$ cat src/rtl/bg_scene_ctrl.sv
// Background scene controller: menu/game/over scene FSM with timed blanking
// fades between scenes, per-frame horizontal scroll, and background RAM
// read-address generation from the VGA raster position.
module bg_scene_ctrl #(
  parameter int unsigned RESHAPE_LENGTH = 320,
  parameter int unsigned BG_ROWS        = 240,
  parameter int unsigned FADE_FRAMES    = 8
) (
  input  logic        Clk,
  input  logic        Reset_n,
  input  logic [9:0]  DrawX,
  input  logic [9:0]  DrawY,
  input  logic        start_btn,
  input  logic        player_dead,
  input  logic        restart_btn,
  input  logic        scroll_en,
  input  logic [3:0]  scroll_step,
  output logic [3:0]  current_bg,
  output logic [18:0] read_address,
  output logic [8:0]  scroll_x,
  output logic        frame_tick,
  output logic        busy
);

  typedef enum logic [2:0] {
    MENU,
    FADE_IN,
    GAME,
    FADE_OUT,
    OVER,
    FADE_MENU
  } state_t;

  localparam logic [9:0] ROW_LEN   = 10'(RESHAPE_LENGTH);
  localparam logic [9:0] ROW_COUNT = 10'(BG_ROWS);
  localparam logic [3:0] FADE_INIT = 4'(FADE_FRAMES);

  localparam logic [3:0] BG_MENU  = 4'd0;
  localparam logic [3:0] BG_GAME  = 4'd1;
  localparam logic [3:0] BG_OVER  = 4'd2;
  localparam logic [3:0] BG_BLANK = 4'hf;

  state_t     state;
  logic       pending;
  logic [3:0] fade_cnt;

  // Frame start detection
  logic at_origin;
  logic at_origin_q;

  assign at_origin = (DrawX == '0) && (DrawY == '0);

  // Scroll wrap arithmetic
  logic [9:0] scroll_sum;
  logic [8:0] scroll_next;

  assign scroll_sum  = {1'b0, scroll_x} + {6'b0, scroll_step};
  assign scroll_next = (scroll_sum >= ROW_LEN) ? 9'(scroll_sum - ROW_LEN)
                                               : scroll_sum[8:0];

  // Address arithmetic
  logic [9:0]  half_x;
  logic [9:0]  half_y;
  logic [9:0]  col_sum;
  logic [9:0]  col;
  logic [18:0] addr_next;

  assign half_x  = {1'b0, DrawX[9:1]};
  assign half_y  = {1'b0, DrawY[9:1]};
  assign col_sum = half_x + ((current_bg == BG_GAME) ? {1'b0, scroll_x} : 10'd0);
  assign col     = (col_sum >= ROW_LEN) ? (col_sum - ROW_LEN) : col_sum;

  // Off-screen or beyond the stored rows reads word 0
  assign addr_next = ((half_y >= ROW_COUNT) || (DrawX >= 10'd640))
                     ? '0
                     : (19'(half_y) * 19'(RESHAPE_LENGTH)) + 19'(col);

  // One-cycle frame_tick on the rising edge of the (0,0) flag
  always_ff @(posedge Clk or negedge Reset_n) begin
    if (!Reset_n) begin
      at_origin_q <= 1'b0;
      frame_tick  <= 1'b0;
    end else begin
      at_origin_q <= at_origin;
      frame_tick  <= at_origin & ~at_origin_q;
    end
  end

  // Scene FSM with registered bank select, busy flag and scroll offset
  always_ff @(posedge Clk or negedge Reset_n) begin
    if (!Reset_n) begin
      state      <= MENU;
      pending    <= 1'b0;
      fade_cnt   <= '0;
      scroll_x   <= '0;
      current_bg <= BG_MENU;
      busy       <= 1'b0;
    end else begin
      case (state)
        MENU: begin
          if (frame_tick && pending) begin
            state      <= FADE_IN;
            pending    <= 1'b0;
            fade_cnt   <= FADE_INIT;
            scroll_x   <= '0;
            current_bg <= BG_BLANK;
            busy       <= 1'b1;
          end else if (start_btn) begin
            pending <= 1'b1;
          end
        end
        GAME: begin
          if (frame_tick && scroll_en) begin
            scroll_x <= scroll_next;
          end
          if (frame_tick && pending) begin
            state      <= FADE_OUT;
            pending    <= 1'b0;
            fade_cnt   <= FADE_INIT;
            current_bg <= BG_BLANK;
            busy       <= 1'b1;
          end else if (player_dead) begin
            pending <= 1'b1;
          end
        end
        OVER: begin
          if (frame_tick && pending) begin
            state      <= FADE_MENU;
            pending    <= 1'b0;
            fade_cnt   <= FADE_INIT;
            current_bg <= BG_BLANK;
            busy       <= 1'b1;
          end else if (restart_btn) begin
            pending <= 1'b1;
          end
        end
        FADE_IN, FADE_OUT, FADE_MENU: begin
          if (frame_tick) begin
            if (fade_cnt == 4'd1) begin
              fade_cnt <= '0;
              busy     <= 1'b0;
              case (state)
                FADE_IN: begin
                  state      <= GAME;
                  current_bg <= BG_GAME;
                end
                FADE_OUT: begin
                  state      <= OVER;
                  current_bg <= BG_OVER;
                end
                default: begin
                  state      <= MENU;
                  current_bg <= BG_MENU;
                end
              endcase
            end else begin
              fade_cnt <= fade_cnt - 4'd1;
            end
          end
        end
        default: begin
          state      <= MENU;
          pending    <= 1'b0;
          fade_cnt   <= '0;
          current_bg <= BG_MENU;
          busy       <= 1'b0;
        end
      endcase
    end
  end

  // Registered RAM read address, one cycle behind DrawX/DrawY
  always_ff @(posedge Clk or negedge Reset_n) begin
    if (!Reset_n) begin
      read_address <= '0;
    end else begin
      read_address <= addr_next;
    end
  end

endmodule
$ cat config.mk
export PLATFORM = sky130hd
export DESIGN_NAME = bg_scene_ctrl
export DESIGN_NICKNAME = d
export VERILOG_FILES = /design/src/rtl/bg_scene_ctrl.sv
export SDC_FILE = /design/constraint.sdc
export NUM_CORES = 1
export LEC_CHECK = 0
export BUFFER_PORTS_ARGS = -buffer_cell sky130_fd_sc_hd__buf_2
export CAP_MARGIN = 20
export CORE_MARGIN = 1.5
export CORE_UTILIZATION = 56
export DETAILED_ROUTE_END_ITERATION = 6
export GPL_TIMING_DRIVEN = 0
export HOLD_SLACK_MARGIN = 0.12
export PLACE_DENSITY = 0.93
export SLEW_MARGIN = 20
export SYNTH_ARGS = -nofsm -noshare
export SYNTH_HDL_FRONTEND = slang
export SYNTH_SLANG_ARGS = --single-unit
export TNS_END_PERCENT = 5
$ cat constraint.sdc
create_clock -name Clk -period 5.1 [get_ports Clk]
set_clock_uncertainty 0.1 [all_clocks]
set_input_delay 0.765 -clock Clk [delete_from_list [all_inputs] [get_ports Clk]]
set_output_delay 0.765 -clock Clk [all_outputs]
set_load 0.02 [all_outputs]
==> results.sh <==
export IMPL_status="completed"
export IMPL_ir_worst_vdd_uv=132
export IMPL_firstDrtPassIters=5
export IMPL_hold_path_class="reg2reg"
export IMPL_avgSynthCellArea_um2=9.28
export IMPL_fin_crit_ns=4.82
export IMPL_antenna_cells=0
export IMPL_synth_async_reset_ratio=1.00
export IMPL_synth_cell_type_count=59
export IMPL_dp_hpwl_um=5620
export IMPL_power_density_nw_per_um2=208
export IMPL_dpl_cell_area_um2=3490
export IMPL_grt_overflow_total=0
export IMPL_route_detailed_drc=0
export IMPL_vias=2796
export IMPL_max_clock_path_buffers=2
export IMPL_first_iter_violations=173
export IMPL_endpoint_kind="register"
export IMPL_p_seq_frac=0.460
export IMPL_worst_ep_arrival_time_ns=4.88
export IMPL_numCtsBuffers=5
export IMPL_fp_dieH_um=77.3
export IMPL_ys_ff_latch=42
export IMPL_dieArea_um2=5970
export IMPL_wirelength_um=7750
export IMPL_leakage_uw=0.00188
export IMPL_synth_edf_count=0
export IMPL_fill_cells=388
export IMPL_combPwrFrac=0.235
export IMPL_grt_max_degree=43
export IMPL_cp_start_kind="register"
export IMPL_p_clk_frac=0.305
export IMPL_io_pins=64
export IMPL_cts_hold_buffers=0
export IMPL_rsz0062_at_grt="false"
export IMPL_drv_slew=0
export IMPL_cts_reportedPaths_clkPinSlew_ns=0.09
export IMPL_yosysSeqAreaShare=0.340
export IMPL_multi_input_area_um2=1950
export IMPL_ys_flop_type="dfrtp_1"
export IMPL_p_sw_frac=0.307
export IMPL_grt_usage=0.267
export IMPL_crit_required_ns=5.16
export IMPL_grt_antenna_before_repair=0
export IMPL_post_route_period_util=0.946
export IMPL_grt_pass1_wl_um=12600
export IMPL_drive_gt1_frac=0.229
export IMPL_nets=475
export IMPL_fin_setup_tns_ns=0
export IMPL_setup_viol=0
export IMPL_wl_per_cell_um=16.2
export IMPL_root_buffer="clkbuf_8"
export IMPL_syn_cell_area_um2=3090
export IMPL_yosysWarnings=0
export IMPL_intPower_uw=524
export IMPL_place_port_buffers=63
export IMPL_ff_latch_area_um2=1050
export IMPL_clk_latency_ns=0.30
export IMPL_maxSlewHeadroom=0.385
export IMPL_mappedNetlistNets=402
export IMPL_netlist_instances=333
export IMPL_synthToLayoutAreaGrowth_pct=17.5
export IMPL_fin_area_um2=3630
export IMPL_die_w_um=77.3
export IMPL_ant_nets=0
export IMPL_hold_viol_final=0
export IMPL_cp_max_fo=6
export IMPL_timing_fmax_mhz=207
export IMPL_h_tree_depth=2
export IMPL_worst_pin_slew_ns=0.923
export IMPL_max_cap_violations=0
export IMPL_start_util=0.594
export IMPL_viasPerCell=5.86
export IMPL_power_net_switching_uw=232
export IMPL_clkSinkCount=42
export IMPL_gp_congestion=0.880
export IMPL_cts_tree="built"
export IMPL_rows=26
export IMPL_grt_pass1_vias=2694
export IMPL_fp_coreArea_um2=5200
export IMPL_crit_type="reg2reg"
flip-flops by register name (all words and copies together), names as in the netlist:
register and flops:
state 3, read_address 19, scroll_x 9, busy 1, frame_tick 1, current_bg 3, pending 1, at_origin_q 1
fade_cnt 4
synth_stat cells (2+ instances only):
master    number  area (um^2)
a211oi_1       2         15.0
a21o_1         9         67.6
a21oi_1       12         60.1
a21oi_2        3         26.3
a22o_1         4         35.0
a31o_1         3         26.3
a31oi_1        3         18.8
and2_1        12         75.1
and3_1         2         12.5
clkbuf_1       4         15.0
dfrtp_1       42         1050
fa_1           4         80.1
ha_1          35          438
inv_1         20         75.1
mux2i_1        4         40.0
nand2_1       30          113
nand2b_1       2         12.5
nand3_1        5         25.0
nand4_1        3         18.8
nor2_1        31          116
nor2b_1        3         18.8
nor3_1         5         25.0
nor4_1         6         37.5
o21a_1         6         45.0
o21ai_0       20          100
o21ai_1        3         15.0
o31ai_1        2         15.0
or2_2          2         12.5
xnor2_1       12          105
xor2_1        15          131
cells in the final DEF, fill, tap and decap left out, types with 3 or more instances in the layout:
cell and instances:
xnor2_1 12, o21a_1 6, a21oi_1 12, buf_2 64
a21o_1 9, a22o_1 4, clkbuf_8 6, nor3_1 5
nand4_1 3, nand3_1 5, clkbuf_1 4, inv_1 20
nor2_1 31, a31oi_1 3, fa_1 4, mux2i_1 4
nor2b_1 3, nand2_1 30, a31o_1 3, o21ai_1 3
o21ai_0 20, xor2_1 14, nor4_1 6, buf_4 4
ha_1 35, and2_1 12, dfrtp_1 42, a21oi_2 3
worst max-delay path, cell delays in order (launching register included):
cell and delay (ns):
dfrtp_1 0.44, nor3b_4 0.34, and2_1 0.20, ha_1 0.16
inv_1 0.06, fa_1 0.40, nand2b_1 0.21, a21oi_1 0.18
o21ai_1 0.09, a21oi_1 0.21, xor2_2 0.15, or2_4 0.27
a21oi_1 0.17, ha_1 0.20, inv_1 0.07, fa_1 0.41
inv_1 0.08, a21o_1 0.11, a21oi_1 0.09, nor2_1 0.27
nor4b_2 0.28, xnor2_1 0.15, nor2_1 0.05
metrics by stage:
stage / power, uW / setup slack [ns] / hold slack, ns / utilization / std cells
finish: 756 / 0.276 / 0.331 / 0.697 / 477
global route: 790 / 0.0336 / 0.375 / 0.697 / 477
CTS: 755 / 0.225 / 0.329 / 0.690 / 474
detailed placement: 527 / 0.0314 / 0.318 / 0.671 / 466
global placement: 520 / 0.237 / 0.306 / 0.671 / 466
floorplan: 470 / 0.775 / 0.285 / - / 333
timing repair:
item / CTS / global route
buffers inserted: 0 / 3
resized for setup: 1 / 2
pin swaps: 0 / 1
endpoints found under the setup margin: 1 / 3
worst paths after layout:
kind,startpoint,endpoint,slack [ns],depth (start not counted)
worst max-delay path,current_bg[2],read_address[16],0.28,22
worst min-delay path,at_origin_q,frame_tick,0.33,1
worst max register to register,current_bg[2],read_address[16],0.28,22
worst min register to register,at_origin_q,frame_tick,0.33,1
max in group asynchronous,Reset_n,read_address[1],3.83,1
min in group asynchronous,Reset_n,read_address[10],0.49,1
per-layer routing:
metal | vias up | track usage | wire length [um]
li1 | 1319 | - | -
met1 | 1325 | 0.326 | 3170
met2 | 123 | 0.453 | 3880
met3 | 29 | 0.0524 | 421
met4 | 0 | 0.124 | 287
met5 | - | 0 | 0
power by group through the flow:
stage / sequential [uW] / clock (uW) / combinational (uW)
after detailed placement: 354 / 0 / 173
final: 348 / 231 / 178
after global placement: 354 / 0 / 166
after floorplan: 370 / 0 / 99.9
after global routing: 349 / 246 / 195
after CTS: 348 / 232 / 176
kinds of logic (layout without fill, tap and decap cells):
family	after synthesis	count (layout)	share of synthesized area
and+or+nand+nor	112	112	0.183
AOI/OAI and AO/OA	81	81	0.181
DFF	42	42	0.340
adders and majority gates	39	39	0.168
xor gates and xnor gates	27	27	0.0766
buffers and inverters	26	100	0.0332
muxes	5	5	0.0166
other	1	1	0.00121
final cells by class:
type / count / share of cell area
Clock inverter: 2 / 0.00345
Buffer: 6 / 0.00759
Clock buffer: 6 / 0.0228
Sequential cell: 42 / 0.290
Timing Repair Buffer: 66 / 0.0931
Multi-Input combinational cell: 265 / 0.539
Inverter: 20 / 0.0207
Tap cell: 70 / 0.0241
Note: power is estimated with default switching activity, not from simulation.
